$ cat src/rtl/wb_arbiter_pkg.sv
// rtl/wb_arbiter_pkg.sv - shared widths, requester indices and grant helper for wb_arbiter
package wb_arbiter_pkg;

  localparam int WB_REQ_NUM = 3;
  localparam int WB_REQ_EX  = 0;
  localparam int WB_REQ_LSU = 1;
  localparam int WB_REQ_MDU = 2;
  localparam int WB_AGE_W   = 4;
  localparam int REG_ADDR_W = 5;
  localparam int REG_W      = 32;

  localparam logic [REG_ADDR_W-1:0] ZERO_REG  = '0;
  localparam logic [REG_W-1:0]      ZERO_WORD = '0;

  typedef logic [WB_REQ_NUM-1:0] req_vec_t;
  typedef logic [WB_AGE_W-1:0]   age_t;

  typedef struct packed {
    logic                  we;
    logic [REG_ADDR_W-1:0] addr;
    logic [REG_W-1:0]      data;
  } wb_wr_t;

  // One-hot pick of the highest base-priority bit: EX, then LSU, then MDU.
  function automatic req_vec_t fixed_prio(input req_vec_t v);
    req_vec_t g;
    g = '0;
    if (v[WB_REQ_EX])       g[WB_REQ_EX]  = 1'b1;
    else if (v[WB_REQ_LSU]) g[WB_REQ_LSU] = 1'b1;
    else if (v[WB_REQ_MDU]) g[WB_REQ_MDU] = 1'b1;
    return g;
  endfunction

endpackage

$ cat src/rtl/wb_age_cnt.sv
// rtl/wb_age_cnt.sv - saturating wait counter with clear, present only when WB_ARB_AGING_EN is defined
`ifdef WB_ARB_AGING_EN
module wb_age_cnt
  import wb_arbiter_pkg::*;
#(
  parameter int unsigned W = WB_AGE_W
) (
  input  logic         clk,
  input  logic         rst_n,
  input  logic         inc_i,
  input  logic         clr_i,
  output logic [W-1:0] cnt_o
);

  logic [W-1:0] cnt_q;
  logic [W-1:0] cnt_d;

  always_comb begin
    cnt_d = cnt_q;
    if (clr_i) begin
      cnt_d = '0;
    end else if (inc_i && (cnt_q != {W{1'b1}})) begin
      cnt_d = cnt_q + 1'b1;
    end
  end

  always_ff @(posedge clk or negedge rst_n) begin
    if (!rst_n) begin
      cnt_q <= '0;
    end else begin
      cnt_q <= cnt_d;
    end
  end

  assign cnt_o = cnt_q;

endmodule
`endif

$ cat src/rtl/wb_arbiter.sv
// rtl/wb_arbiter.sv - 3-way regfile write-back arbiter, fixed priority; aging promotion under WB_ARB_AGING_EN
module wb_arbiter
  import wb_arbiter_pkg::*;
#(
  parameter int unsigned AGE_LIMIT = 4
) (
  input  logic                                   clk,
  input  logic                                   rst,
  input  logic [WB_REQ_NUM-1:0]                  req_valid_i,
  input  logic [WB_REQ_NUM-1:0][REG_ADDR_W-1:0]  req_waddr_i,
  input  logic [WB_REQ_NUM-1:0][REG_W-1:0]       req_wdata_i,
  output logic [WB_REQ_NUM-1:0]                  req_ready_o,
  output logic                                   we_o,
  output logic [REG_ADDR_W-1:0]                  waddr_o,
  output logic [REG_W-1:0]                       wdata_o,
  output logic                                   busy_o
);

  if ((AGE_LIMIT < 1) || (AGE_LIMIT > 15)) begin : g_age_limit_out_of_range
  end

  req_vec_t grant;

`ifdef WB_ARB_AGING_EN
  localparam int unsigned AGE_LIM_C = (AGE_LIMIT < 1) ? 1 : (AGE_LIMIT > 15) ? 15 : AGE_LIMIT;
  localparam age_t        AGE_LIM   = age_t'(AGE_LIM_C);

  age_t     age [WB_REQ_NUM];
  req_vec_t promoted;

  for (genvar g = 0; g < WB_REQ_NUM; g++) begin : g_age
    wb_age_cnt #(
      .W (WB_AGE_W)
    ) u_age_cnt (
      .clk   (clk),
      .rst_n (rst),
      .inc_i (req_valid_i[g] & ~req_ready_o[g]),
      .clr_i (~req_valid_i[g] | req_ready_o[g]),
      .cnt_o (age[g])
    );
    assign promoted[g] = req_valid_i[g] && (age[g] >= AGE_LIM);
  end

  // Promoted requesters pre-empt base order; ties among them fall back to base order.
  assign grant = (|promoted) ? fixed_prio(promoted) : fixed_prio(req_valid_i);
`else
  assign grant = fixed_prio(req_valid_i);
`endif

  assign req_ready_o = rst ? grant : '0;
  assign busy_o      = rst & (|(req_valid_i & ~req_ready_o));

  wb_wr_t wr_q;
  wb_wr_t wr_d;

  // Writes to x0 are consumed but never reach the regfile.
  always_comb begin
    wr_d    = wr_q;
    wr_d.we = 1'b0;
    for (int i = 0; i < WB_REQ_NUM; i++) begin
      if (req_ready_o[i]) begin
        wr_d.we   = (req_waddr_i[i] != ZERO_REG);
        wr_d.addr = req_waddr_i[i];
        wr_d.data = req_wdata_i[i];
      end
    end
  end

  always_ff @(posedge clk or negedge rst) begin
    if (!rst) begin
      wr_q <= '{we: 1'b0, addr: ZERO_REG, data: ZERO_WORD};
    end else begin
      wr_q <= wr_d;
    end
  end

  assign we_o    = wr_q.we;
  assign waddr_o = wr_q.addr;
  assign wdata_o = wr_q.data;

endmodule

$ cat config.mk
export PLATFORM = sky130hd
export DESIGN_NAME = wb_arbiter
export DESIGN_NICKNAME = d
export VERILOG_FILES = /design/src/rtl/wb_arbiter_pkg.sv /design/src/rtl/wb_age_cnt.sv /design/src/rtl/wb_arbiter.sv
export SDC_FILE = /design/constraint.sdc
export NUM_CORES = 1
export LEC_CHECK = 0
export ABC_AREA = 1
export CAP_MARGIN = 20
export CORE_ASPECT_RATIO = 1.25
export CORE_MARGIN = 3
export CORE_UTILIZATION = 55
export DETAILED_ROUTE_END_ITERATION = 6
export DONT_BUFFER_PORTS = 1
export PLACE_DENSITY = 0.68
export SYNTH_ARGS = -nofsm -noshare
export SYNTH_HDL_FRONTEND = slang
export SYNTH_HIERARCHICAL = 1
export SYNTH_SLANG_ARGS = --single-unit
$ cat constraint.sdc
create_clock -name clk -period 1.6 [get_ports clk]
set_clock_uncertainty 0.05 [all_clocks]
set_input_delay 0.32 -clock clk [delete_from_list [all_inputs] [get_ports clk]]
set_output_delay 0.32 -clock clk [all_outputs]
set_load 0.03 [all_outputs]
=== Word-level counts from Yosys, hierarchy flattened ===
Index checks and enable logic that the tools add are counted.

* Add/sub/neg operators: 0
* Multipliers: 0
* Divide/modulo/power cells: 0
* Magnitude comparators: 0
* Equal/unequal tests: 0
* Shift-type cells: 0
* Multiplexer cells: 9
* Bitwise logic cells: 3
* Reductions and logical operators: 5

{| class="wikitable"
|+ Operator list
! kind !! number
|-
| $mux W38 || 3
|-
| $reduce_bool A5 Y1 || 3
|-
| $mux W1 || 4
|-
| $and A3 B3 Y3 || 1
|-
| $mux W3 || 1
|-
| $not A3 Y3 || 1
|-
| $reduce_bool A3 Y1 || 1
|-
| $reduce_or A3 Y1 || 1
|-
| $mux W2 || 1
|-
| $and A1 B1 Y1 || 1
|}

* Flip-flop bits (word level): 38
* Latch bits: 0
* Bits in writable memories: 0
* Bits in read-only memories: 0
* Input port bits: 116
* Output and inout port bits: 42
* Logic and storage cells: 20
* Memories: 0

=== Longest topological paths before layout ===
* Depth in word-level cells: 8
* Mapped depth: 8
* Mapped depth without buffers: 6

=== Worst setup path after synthesis ===
No wires, ideal clock.

* Path type: input -> output
* Start: in req_valid_i[1]
* End: out busy_o
* Data arrival time: 1579 ps
* Data required time: 1230 ps
* Path slack: -349 ps
* Stages: 5
* Path buffers: 3
* Cells stage by stage: buf_2 buf_2 buf_2 a21oi_1 nor3_1

* Cells in the longest elaborated chain, start to end: 7
* Elaborated cells on any way between the ends: 8
* Those cells by class: mux: 4; bitwise: 3; reduce/logical: 1

{| class="wikitable"
|+ Ends and longest elaborated chain
! what !! line !! text
|-
| from (decl) || wb_arbiter.sv:9 || <nowiki>input logic [WB_REQ_NUM-1:0] req_valid_i,</nowiki>
|-
| $mux W1 || wb_arbiter_pkg.sv:29 || <nowiki>else if (v[WB_REQ_LSU]) g[WB_REQ_LSU] = 1'b1;</nowiki>
|-
| $mux W2 || wb_arbiter_pkg.sv:28 || <nowiki>if (v[WB_REQ_EX]) g[WB_REQ_EX] = 1'b1;</nowiki>
|-
| $mux W3 || wb_arbiter.sv:50 || <nowiki>assign req_ready_o = rst ? grant : '0;</nowiki>
|-
| $not A3 Y3 || wb_arbiter.sv:51 || <nowiki>assign busy_o = rst & (|(req_valid_i & ~req_ready_o));</nowiki>
|-
| $and A3 B3 Y3 (*) || wb_arbiter.sv:51 ||
|-
| $reduce_or A3 Y1 (*) || wb_arbiter.sv:51 ||
|-
| $and A1 B1 Y1 (*) || wb_arbiter.sv:51 ||
|-
| to (decl) || wb_arbiter.sv:16 || <nowiki>output logic busy_o</nowiki>
|}

Every way passes the cells marked *; elsewhere a longest branch is shown, timed or not.

=== Worst setup path in the final report ===
* Start: reg wr_q (netlist bit waddr_o[4])
* End: out waddr_o[4]

{| class="wikitable"
|+ RTL lines
! what !! line !! text
|-
| from (decl) || wb_arbiter.sv:53 || <nowiki>wb_wr_t wr_q;</nowiki>
|-
| from (signal assigned) || wb_arbiter.sv:71 || <nowiki>wr_q <= '{we: 1'b0, addr: ZERO_REG, data: ZERO_WORD};</nowiki>
|-
| from (signal assigned) || wb_arbiter.sv:73 || <nowiki>wr_q <= wr_d;</nowiki>
|-
| to (decl) || wb_arbiter.sv:14 || <nowiki>output logic [REG_ADDR_W-1:0] waddr_o,</nowiki>
|}

No word-level cell between the ends.

==> flow_summary.yaml <==
placement:
  dpl.hpwl_um: 4620
  placed_cell_area_mm2: 0.00251
  numPortBuffers: 0
  gp_congestion: 0.771
  dp_cells: 427
  place_ws_ns: 0.412
grt:
  grt_max_degree: 43
  grt_usage_pct: 25.4
  grt_pass1_vias: 2116
  overflow: 0
  grt_first_pass_wirelength_um: 10500
  antenna_found_initial: 0
synthesis:
  netlist_area_mm2: 0.00246
  synth_cell_types: 15
  syn_area_per_cell_um2: 6.30
  syn_nets: 507
  netlist.area_leader.share_pct: 38.6
  synth_common_cells: "nand2_1 (118), nor2_1 (84), inv_1 (39), nand3_1 (39), dfrtp_1 (38)"
  synth_most_common_cell: "nand2_1"
  synth_ff_type: "dfrtp_1"
  synth-edff-count: 0
  yosysSeqAreaShare_pct: 38.6
  ys_async_sr_fraction_pct: 100
  ys_ff_latch: 38
  synth_area_leaders: "dfrtp_1 (39%), nand2_1 (18%), nor2_1 (13%)"
  netlist_instances: 391
  yosys_warnings: 6
  synth_top_area_cell: "dfrtp_1"
layout:
  final_area_mm2: 0.00268
  layout.nets: 496
  antenna-diode-count: 0
  final_cells: 437
  n_fill_cell: 413
  area_growth_pct: 8.88
  drive_gt1_share_pct: 6.30
  fin_util_pct: 64.0
route:
  wl_per_cell_um: 15.6
  drtIter0Drc: 127
  drc: 0
  ant_nets: 0
  viasPerCell: 5.52
  drt_wl_total_um: 6800
  first_pass_iters: 4
  dr_total_vias: 2412
setup_path:
  critPathLaunchType: "flip-flop"
  crit_path_max_fanout: 2
  worstPathArrival_ns: 0.85
  r2r.worst_path.cells: 2
  critPathRequiredTime_ns: 1.23
  critical_path_depth: 0
  end_kind: "output port"
  worst-setup-path-type: "reg2out"
power:
  p_leak_nw: 1.55
  power.density_mw_per_mm2: 1070
  vdd_drop_max_mv: 0.471
  fin_total_pwr_mw: 2.86
sta:
  rsz0062_at_grt: "no"
  worstMarginPinSlew_ns: 0.380
  fin_crit_sh_pct: 76.4
  whs_ns: 0.181
  setup_violations: 0
  fin_ws_ns: 0.377
  maxSlewViolCount: 0
  fin_crit_ns: 1.22
  finalHoldViolations: 0
  setup_tns_ns: 0
  slew_headroom_pct: 74.6
  fmax_mhz: 818
cts:
  numCtsBuffers: 5
  worstSkewPairLatency_ns: 0.29
  cts_max_level: 2
  post_cts_buffers: 0
  clk_pin_slew_ns: 0.08
  cts_tree: "done"
  cts-root-buf: "clkbuf_8"
  clockBufferDepth: 2
  post_cts_resized: 0
  hold_buffers: 2
  cts.sinks: 38
outcome:
  status: "finished clean"
floorplanning:
  die_w_um: 65.9
  dieArea_mm2: 0.00533
  initial_core_util_pct: 58.7
  boundaryPins: 158
  row_count: 26
  fp.coreArea_mm2: 0.00420
  fp.dieH_um: 80.8
run:
  drv_cap: 0
min_path:
  hp-class: "in2reg"
  hold_depth: 4
[power breakdown]
part           leakage [nW]  total, mW  internal, mW  switching [mW]
clock                0.0714       1.01         0.665           0.344
combinational          1.01      0.371         0.150           0.221
sequential            0.466       1.48          1.09           0.388
total                  1.55       2.86          1.91           0.953
[cells in the final DEF (no fill, tap or decap), drive strengths merged]
master / n
nand2: 118
nor2: 84
inv: 42
nand3: 39
dfrtp: 38
nand4: 37
buf: 9
clkbuf: 6
nand3b: 2
bufinv: 2
a21oi: 1
nor3: 1
o21ai: 1
dlygate4sd3: 1
[cell families (layout without fill, tap and decap cells)]
family / count (synthesis) / after routing / synth area share [%]
AO/OA/AOI/OAI: 2 / 2 / 0.558
buffers and inverters: 70 / 60 / 12.0
flip-flops: 38 / 38 / 38.6
AND/OR/NAND/NOR: 281 / 281 / 48.9
[state kept, by name, summed over array words and instances (netlist names)]
signal and cells:
wdata_o 32, we_o 1, waddr_o 5
[tightest hold or removal path, stage by stage]
cell	delay [ns]
nand2_1	0.03
nand2_1	0.05
nor2_1	0.04
nand2_1	0.04
[final timing paths]
kind / slack [ns] / to / start
setup / recovery: 0.38 / waddr_o[4] / waddr_o[4]$_DFFE_PN0P_
hold / removal: 0.18 / wdata_o[3]$_DFFE_PN0P_ / req_wdata_i[3]
setup reg to reg: 0.71 / waddr_o[4]$_DFFE_PN0P_ / waddr_o[4]$_DFFE_PN0P_
hold reg to reg: 0.66 / wdata_o[13]$_DFFE_PN0P_ / wdata_o[13]$_DFFE_PN0P_
max in group asynchronous: 0.86 / wdata_o[12]$_DFFE_PN0P_ / rst
min in group asynchronous: 0.44 / wdata_o[4]$_DFFE_PN0P_ / rst
[final cells by class]
| cell class | count | area [um2] | share of cell area (%) |
|---|---|---|---|
| multi-input cells | 283 | 1230 | 46.0 |
| flip-flops and latches | 38 | 951 | 35.4 |
| inverters | 42 | 158 | 5.87 |
| repair buffers | 10 | 128 | 4.76 |
| clock buffers | 6 | 82.6 | 3.08 |
| well taps | 56 | 70.1 | 2.61 |
| clock inverters | 2 | 60.1 | 2.24 |
[layer usage]
metal,global-route usage (%),part of all wire [%],vias up,wire [um]
met2,42.8,50,111,3380
met4,6.85,1.1,0,73
met1,31.1,40,1091,2700
met3,8.02,9.5,7,647
met5,0,0,-,0
li1,-,-,1203,-
Power figures use the tool's default switching activity.
